<file path="src/rtl/sc_frame_sng_pkg.sv">
// Shared definitions for the stochastic-computing blocks: default widths,
// SNG state encoding and the counter-width helper.
package sc_pkg;

    localparam int SC_W     = 6;
    localparam int SC_FRAME = 32;

    typedef enum logic [1:0] {
        IDLE = 2'd0,
        RUN  = 2'd1,
        DONE = 2'd2
    } sng_state_t;

    // One extra bit so a full frame of ones (== FRAME) fits without wrapping.
    function automatic int sc_cw(input int frame);
        return $clog2(frame) + 1;
    endfunction

endpackage

</file>
<file path="src/rtl/sc_frame_sng_ones_counter.sv">
// Per-frame ones accumulator and sample index, with clear/accumulate control
// and the frame-end flag used by the SNG state machine.
module sc_ones_counter
    import sc_pkg::*;
#(
    parameter int FRAME = SC_FRAME,
    parameter int CW    = sc_cw(FRAME)
) (
    input  logic          clk,
    input  logic          rst,
    input  logic          clr_i,
    input  logic          acc_i,
    input  logic          b_i,
    output logic [CW-1:0] sum_o,
    output logic          last_o
);

    localparam int IW = (FRAME > 1) ? $clog2(FRAME) : 1;

    logic [CW-1:0] ones_q, ones_d;
    logic [IW-1:0] idx_q, idx_d;

    always_comb begin
        ones_d = ones_q;
        idx_d  = idx_q;
        if (clr_i) begin
            ones_d = '0;
            idx_d  = '0;
        end else if (acc_i) begin
            ones_d = ones_q + CW'(b_i);
            idx_d  = idx_q + 1'b1;
        end
    end

    always_ff @(posedge clk or posedge rst) begin
        if (rst) begin
            ones_q <= '0;
            idx_q  <= '0;
        end else begin
            ones_q <= ones_d;
            idx_q  <= idx_d;
        end
    end

    // Count including the current sample, so the frame total is ready on the last strobe.
    assign sum_o  = ones_q + CW'(b_i);
    assign last_o = (idx_q == IW'(FRAME - 1));

endmodule

</file>
<file path="src/rtl/sc_frame_sng.sv">
// Stochastic number generator: compares a per-frame operand against Sobol
// samples, emits one bit per sample and reports the frame's ones count.
module sc_frame_sng
    import sc_pkg::*;
#(
    parameter int W     = SC_W,
    parameter int FRAME = SC_FRAME,
    parameter int CW    = sc_cw(FRAME)
) (
    input  logic          clk,
    input  logic          rst,
    input  logic          en_in,
    input  logic [W-1:0]  x,
    input  logic          load,
    input  logic [W-1:0]  rnd,
    input  logic          rnd_valid,
    output logic          bit_out,
    output logic          bit_valid,
    output logic          busy,
    output logic [CW-1:0] result,
    output logic          result_valid
);

    sng_state_t    state_q;
    logic [W-1:0]  x_q;
    logic          bit_out_q;
    logic          bit_valid_q;
    logic          busy_q;
    logic [CW-1:0] result_q;
    logic          result_valid_q;

    logic          b;
    logic          sample;
    logic          cnt_clr;
    logic [CW-1:0] frame_sum;
    logic          frame_last;

    assign b       = (x_q > rnd);
    assign sample  = en_in && (state_q == RUN) && rnd_valid;
    assign cnt_clr = !en_in || ((state_q == IDLE) && load);

    sc_ones_counter #(
        .FRAME (FRAME),
        .CW    (CW)
    ) u_cnt (
        .clk    (clk),
        .rst    (rst),
        .clr_i  (cnt_clr),
        .acc_i  (sample),
        .b_i    (b),
        .sum_o  (frame_sum),
        .last_o (frame_last)
    );

    always_ff @(posedge clk or posedge rst) begin
        if (rst) begin
            state_q        <= IDLE;
            x_q            <= '0;
            bit_out_q      <= 1'b0;
            bit_valid_q    <= 1'b0;
            busy_q         <= 1'b0;
            result_q       <= '0;
            result_valid_q <= 1'b0;
        end else if (!en_in) begin
            // Disable overrides any pending load; the last result stays readable.
            state_q        <= IDLE;
            bit_out_q      <= 1'b0;
            bit_valid_q    <= 1'b0;
            busy_q         <= 1'b0;
            result_valid_q <= 1'b0;
        end else begin
            bit_valid_q    <= 1'b0;
            result_valid_q <= 1'b0;
            case (state_q)
                IDLE: begin
                    if (load) begin
                        x_q     <= x;
                        state_q <= RUN;
                        busy_q  <= 1'b1;
                    end
                end
                RUN: begin
                    if (rnd_valid) begin
                        bit_out_q   <= b;
                        bit_valid_q <= 1'b1;
                        if (frame_last) begin
                            result_q       <= frame_sum;
                            result_valid_q <= 1'b1;
                            state_q        <= DONE;
                        end
                    end
                end
                DONE: begin
                    state_q <= IDLE;
                    busy_q  <= 1'b0;
                end
                default: begin
                    state_q <= IDLE;
                    busy_q  <= 1'b0;
                end
            endcase
        end
    end

    assign bit_out      = bit_out_q;
    assign bit_valid    = bit_valid_q;
    assign busy         = busy_q;
    assign result       = result_q;
    assign result_valid = result_valid_q;

endmodule

</file>
<file path="config.mk">
export PLATFORM = sky130hd
export DESIGN_NAME = sc_frame_sng
export DESIGN_NICKNAME = d
export VERILOG_FILES = /design/src/rtl/sc_frame_sng_pkg.sv /design/src/rtl/sc_frame_sng_ones_counter.sv /design/src/rtl/sc_frame_sng.sv
export SDC_FILE = /design/constraint.sdc
export NUM_CORES = 1
export LEC_CHECK = 0
export BUFFER_PORTS_ARGS = -buffer_cell sky130_fd_sc_hd__buf_2
export CAP_MARGIN = 30
export CORE_ASPECT_RATIO = 2
export CORE_MARGIN = 4
export CORE_UTILIZATION = 24
export CTS_BUF_LIST = sky130_fd_sc_hd__clkbuf_8 sky130_fd_sc_hd__clkbuf_16
export CTS_CLUSTER_DIAMETER = 100
export DETAILED_ROUTE_END_ITERATION = 8
export HOLD_SLACK_MARGIN = 0.03
export SLEW_MARGIN = 15
export SYNTH_ARGS = -nofsm -noshare
export SYNTH_HDL_FRONTEND = slang
export SYNTH_SLANG_ARGS = --single-unit
</file>
<file path="constraint.sdc">
create_clock -name clk -period 2.2 [get_ports clk]
set_input_delay 0.22 -clock clk [delete_from_list [all_inputs] [get_ports clk]]
set_output_delay 0.22 -clock clk [all_outputs]
set_load 0.02 [all_outputs]
</file>
### After elaboration in Yosys (flattened, before gate mapping)

Index checks and enable logic that the tools add are counted.

| cells by class | value |
|---|---|
| order comparisons | 1 |
| reductions and logical operators | 12 |
| $add $sub $neg | 2 |
| multiplexer cells | 22 |
| eq/ne operators | 8 |

Operators with widths:

| operator | count |
|---|---|
| 2-to-1 mux 1 bit | 12 |
| 2-to-1 mux 6 bit | 2 |
| 2-to-1 mux 5 bit | 2 |
| inequality test 3 bit, second input constant | 3 |
| 2-to-1 mux 2 bit | 4 |
| adder 6 x 1 -> 6 bit | 1 |
| greater-than comparator 6 bit | 1 |
| AND reduction 3 bit | 2 |
| adder 5 x 1 -> 5 bit, second input constant | 1 |
| equality test 5 bit, second input constant | 1 |
| inequality test 2 x 1 -> 1 bit, second input constant | 2 |
| one-hot mux 2 bit (2 select lines) | 1 |
| AND reduction 2 bit | 2 |
| AND reduction 4 bit | 1 |
| logical AND 1 bit | 3 |
| equality test 2 x 1 -> 1 bit, second input constant | 1 |
| zero test 2 bit | 1 |
| inequality test 2 bit, second input constant | 1 |
| one-hot mux 1 bit (2 select lines) | 1 |
| nonzero test 2 bit | 1 |
| zero test 1 bit | 1 |
| logical OR 1 bit | 1 |

| storage, ports and cells | value |
|---|---|
| register bits | 29 |
| logic and storage cells | 54 |

### Logic depth before layout (Yosys ltp)

| logic depth | value |
|---|---|
| depth after elaboration | 5 |
| depth in mapped cells | 11 |

### Cells and area by module

A second synthesis with hierarchy kept.

| second synthesis, totals | value |
|---|---|
| cell total of the unflattened synthesis | 131 |
| area, all modules | 1486.4 um^2 |

By module, submodules not included:

| module | cells each | instances | sequential area each (um^2) | area an instance (um^2) |
|---|---|---|---|---|
| sc_frame_sng | 73 | 1 | 450.4 | 883.3 |
| sc_ones_counter | 58 | 1 | 275.3 | 603.1 |

### Least setup slack after synthesis

No wires, ideal clock.

| timing | value |
|---|---|
| path kind | reg2reg |
| start | reg x_q[5] |
| end | reg result_q[5], in the netlist result[5] |
| cell stages (with the launch flop) | 10 |
| data arrival time | 1.894 ns |
| setup slack | 0.230 ns |
| library setup time | 0.076 ns |
| required time | 2.124 ns |
| clock period less this slack | 1.970 ns |
| cells stage by stage | dfrtp_1 > ha_1 > nand4_1 > o221a_2 > nor2_1 > ha_1 > and3_1 > nand3_1 > xor2_1 > o21ai_1 |

| on the way | value |
|---|---|
| cells in the longest elaborated chain, start to end | 2 |

RTL lines:

| what | line | RTL |
|---|---|---|
| from (decl) | sc_frame_sng.sv:25 | `logic [W-1:0] x_q;` |
| from (signal assigned) | sc_frame_sng.sv:58 | `x_q <= '0;` |
| from (signal assigned) | sc_frame_sng.sv:77 | `x_q <= x;` |
| greater-than comparator 6 bit | sc_frame_sng.sv:38 | `assign b = (x_q > rnd);` |
| adder 6 x 1 -> 6 bit | sc_frame_sng_ones_counter.sv:46 | `assign sum_o = ones_q + CW'(b_i);` |
| to (signal assigned) | sc_frame_sng.sv:87 | `result_q <= frame_sum;` |
| to (decl) | sc_frame_sng.sv:29 | `logic [CW-1:0] result_q;` |

No other way between the ends.
A chain may end at the register's enable or synchronous reset.

### Worst setup path after layout

| timing | value |
|---|---|
| start | reg x_q[5] |
| end | reg u_cnt.ones_q[5] |

| on the way | value |
|---|---|
| cells in the longest elaborated chain, start to end | 4 |

RTL lines:

| what | line | RTL |
|---|---|---|
| greater-than comparator 6 bit | sc_frame_sng.sv:38 |  |
| adder 6 x 1 -> 6 bit | sc_frame_sng_ones_counter.sv:30 | `ones_d = ones_q + CW'(b_i);` |
| 2-to-1 mux 6 bit | sc_frame_sng_ones_counter.sv:29 | `end else if (acc_i) begin` |
| 2-to-1 mux 6 bit | sc_frame_sng_ones_counter.sv:26 | `if (clr_i) begin` |
| to (signal assigned) | sc_frame_sng_ones_counter.sv:40 | `ones_q <= ones_d;` |
| to (decl) | sc_frame_sng_ones_counter.sv:20 | `logic [CW-1:0] ones_q, ones_d;` |

No other way between the ends. The select of a mux whose other input is x is not followed.

==> flow_summary_export.csv <==
group,metric,value,unit
sta,slew_headroom,0.753,
layout,final_common_cell,"dfrtp_1",
sta,fin_crit_sh,0.942,
sta,final.min_clock_period,2.07,ns
die,initial_core_util,0.247,
placement,hpwl,2070,um
detailed_routing,drtPass1Iterations,2,
detailed_routing,wl_per_cell,11.8,um
clock_tree,clock_latency,0.27,ns
critical_path,crit_path_end_kind,"register",
clock_tree,root_buffer,"clkbuf_16",
grt,overflow,0,
grt,grt_use_met3,0.0325,
sta,rsz0062_at_grt,"yes",
synthesis,synth_area,1420,um2
grt,antenna_found_initial,0,
placement,routabilityCongestion,0.704,
die,fp.dieW,62.5,um
layout,nFillCells,610,
detailed_routing,drcViolationCount,0,
critical_path,crit_required,2.36,ns
detailed_routing,postRouteAntennaNets,0,
sta,hold_viol,0,
synthesis,synth_edf_count,0,
clock_tree,cts_sinks,29,
die,rows,39,
clock_tree,cts_max_path_buffers,2,
worst_hold_path,hold_path.class,"in2reg",
die,die_h,117,um
layout,n_antenna_cell,0,
synthesis,yosysSeqAreaShare,0.510,
power,p_leak,0.907,nW
layout,nNetsFinal,191,
clock_tree,cts_tree,"done",
detailed_routing,vias,990,
critical_path,rrSetupSlack,0.13,ns
die,dieArea,7300,um2
grt,grt_start_max_net_pins,30,
synthesis,syn-num-nets,158,
sta,slew_viol_final,0,
critical_path,reg2reg_depth,9,
clock_tree,htree_levels,2,
synthesis,synth_cell_type_count,26,
detailed_routing,drt-initial-drc-count,33,
critical_path,startpoint_type,"register",
worst_hold_path,holdPathEnd,"x_q[0]",
placement,portBuffers,26,
synthesis,ys_ff_latch,29,
layout,syn_to_final_growth,26.1,%
die,io_pins,27,
power,total_power,1.38,mW
sta,tightestPinTransition,0.370,ns
grt,grt_use_met1,0.0762,
flow_run,max_cap_viol_count,0,
layout,layout_common_cells,"dfrtp_1 (29), buf_2 (26), inv_1 (13), nor2_1 (13), nand2_1 (13)",
critical_path,rr_endpoint,"u_cnt.ones_q[5]",
grt,track_usage,0.0837,
worst_hold_path,holdCritStartpoint,"x[0]",
grt,grt_pass1_wl,4730,um
synthesis,async_flop_share,1.00,
clock_tree,cts_buffers,5,
worst_hold_path,holdPathStages,3,
sta,setup_viol,0,
detailed_routing,via_per_inst,4.38,
clock_tree,clk_pin_slew_worst_paths,0.05,ns
synthesis,synth_warnings,0,
synthesis,ys.flop_type,"dfrtp_1",
power,powerDensity,766,nW/um2
detailed_routing,drt_wl_total,2670,um
grt,grt_use_met2,0.154,
sta,fin_ws,0.127,ns
synthesis,synthCells,131,
layout,drive_above_1_share,0.321,
layout,multi_input_area,639,um2
die,fp.coreArea,5760,um2
placement,dp_slack,0.0795,ns
grt,grt_pass1_vias,1074,
status,status,"finished, final reports clean",
sta,fmaxAchievable,482,MHz
critical_path,critPathKind,"reg2reg",
critical_path,crit_fanout,4,
layout,regArea,726,um2
critical_path,reg2reg_from,"x_q[5]",
critical_path,critPathArrivalTime,2.23,ns
power,vdd_drop_max,0.000260,V
sta,skew,0.00553,ns
synthesis,avgSynthCellArea,10.9,um2
grt,top_usage_layer,"met2",
-- registers in the layout, summed over array words and instances, names as in the netlist --
| signal | flops |
|---|---|
| result | 6 |
| u_cnt.ones_q | 6 |
| x_q | 6 |
| u_cnt.idx_q | 5 |
| state_q | 2 |
| bit_out | 1 |
| bit_valid | 1 |
| busy | 1 |
| result_valid | 1 |
-- report_power, final --
part	internal (mW)	switching, mW	total [mW]
combinational	0.0797	0.0868	0.166
clock	0.409	0.223	0.632
sequential	0.562	0.0151	0.577
total	1.05	0.325	1.38
-- synth_stat cells (2+ instances only) --
| cell | n | area [um2] |
|---|---|---|
| dfrtp_1 | 29 | 726 |
| nand2_1 | 13 | 48.8 |
| nor2_1 | 13 | 48.8 |
| inv_1 | 12 | 45.0 |
| ha_1 | 10 | 125 |
| xor2_1 | 8 | 70.1 |
| mux2_2 | 7 | 78.8 |
| a21oi_1 | 5 | 25.0 |
| o21ai_1 | 5 | 25.0 |
| mux2i_1 | 4 | 40.0 |
| nand4_1 | 4 | 25.0 |
| xnor2_1 | 3 | 26.3 |
| and3_1 | 2 | 12.5 |
| buf_2 | 2 | 10.0 |
| nand2b_1 | 2 | 12.5 |
| nand3_1 | 2 | 10.0 |
-- per-layer routing --
metal,part of all wire,vias to the layer above
met5,0,-
met4,0.028,0
met3,0.076,7
met2,0.54,24
met1,0.36,465
li1,-,494
-- through the flow --
| step | TNS [ns] | cell area [um2] | cells | hold WS [ns] | util |
|---|---|---|---|---|---|
| after floorplan | 0 | 1420 | 131 | 0.298 | - |
| after global placement | 0 | 1620 | 216 | 0.307 | 0.281 |
| after detailed placement | 0 | 1620 | 216 | 0.313 | 0.281 |
| after CTS | 0 | 1770 | 225 | 0.166 | 0.307 |
| after global routing | -0.0243 | 1800 | 226 | 0.176 | 0.312 |
| final | 0 | 1800 | 226 | 0.169 | 0.312 |
-- what timing repair did --
action,CTS,global route
buffers inserted,0,1
hold buffers,1,0
gates resized for setup,0,5
endpoints found under the hold margin,29,0
setup endpoints to repair,0,5
-- final cells by class --
type                            count  area share
Sequential cell                    29       0.404
Multi-Input combinational cell     85       0.356
Timing Repair Buffer               31      0.0948
Clock buffer                        5      0.0697
Tap cell                           61      0.0425
Inverter                           12      0.0251
Clock inverter                      3     0.00767
-- cell families after synthesis --
logic type,Yosys count,share of synthesized area
AO/OA/AOI/OAI,13,0.0580
XOR/XNOR,11,0.0677
adder cells (fa/ha/maj),10,0.0879
buffers and inverters,17,0.0571
flip-flops,29,0.510
multiplexers,11,0.0835
AND/OR/NAND/NOR,40,0.136
-- worst max-delay path, cell delays in order, from the launching register on --
cell and delay, ns:
dfrtp_1 0.40, ha_4 0.28, nand4_1 0.12, o221a_2 0.31, nor2_1 0.12, ha_2 0.19, and3_4 0.20, nand4_1 0.11
xor2_1 0.18, nor2_1 0.05
-- worst max-delay path by stage --
stage                      start              end  slack, ns  depth (start not counted)
after floorplan           x_q[5]        result[5]       0.23                          9
after global placement    x_q[5]  u_cnt.ones_q[4]       0.14                          9
after detailed placement  x_q[5]        result[4]       0.08                          9
after CTS                 x_q[5]  u_cnt.ones_q[4]       0.07                          9
after global routing      x_q[4]        result[4]      -0.02                          9
final                     x_q[5]  u_cnt.ones_q[5]       0.13                          9
Power figures use the tool's default switching activity.
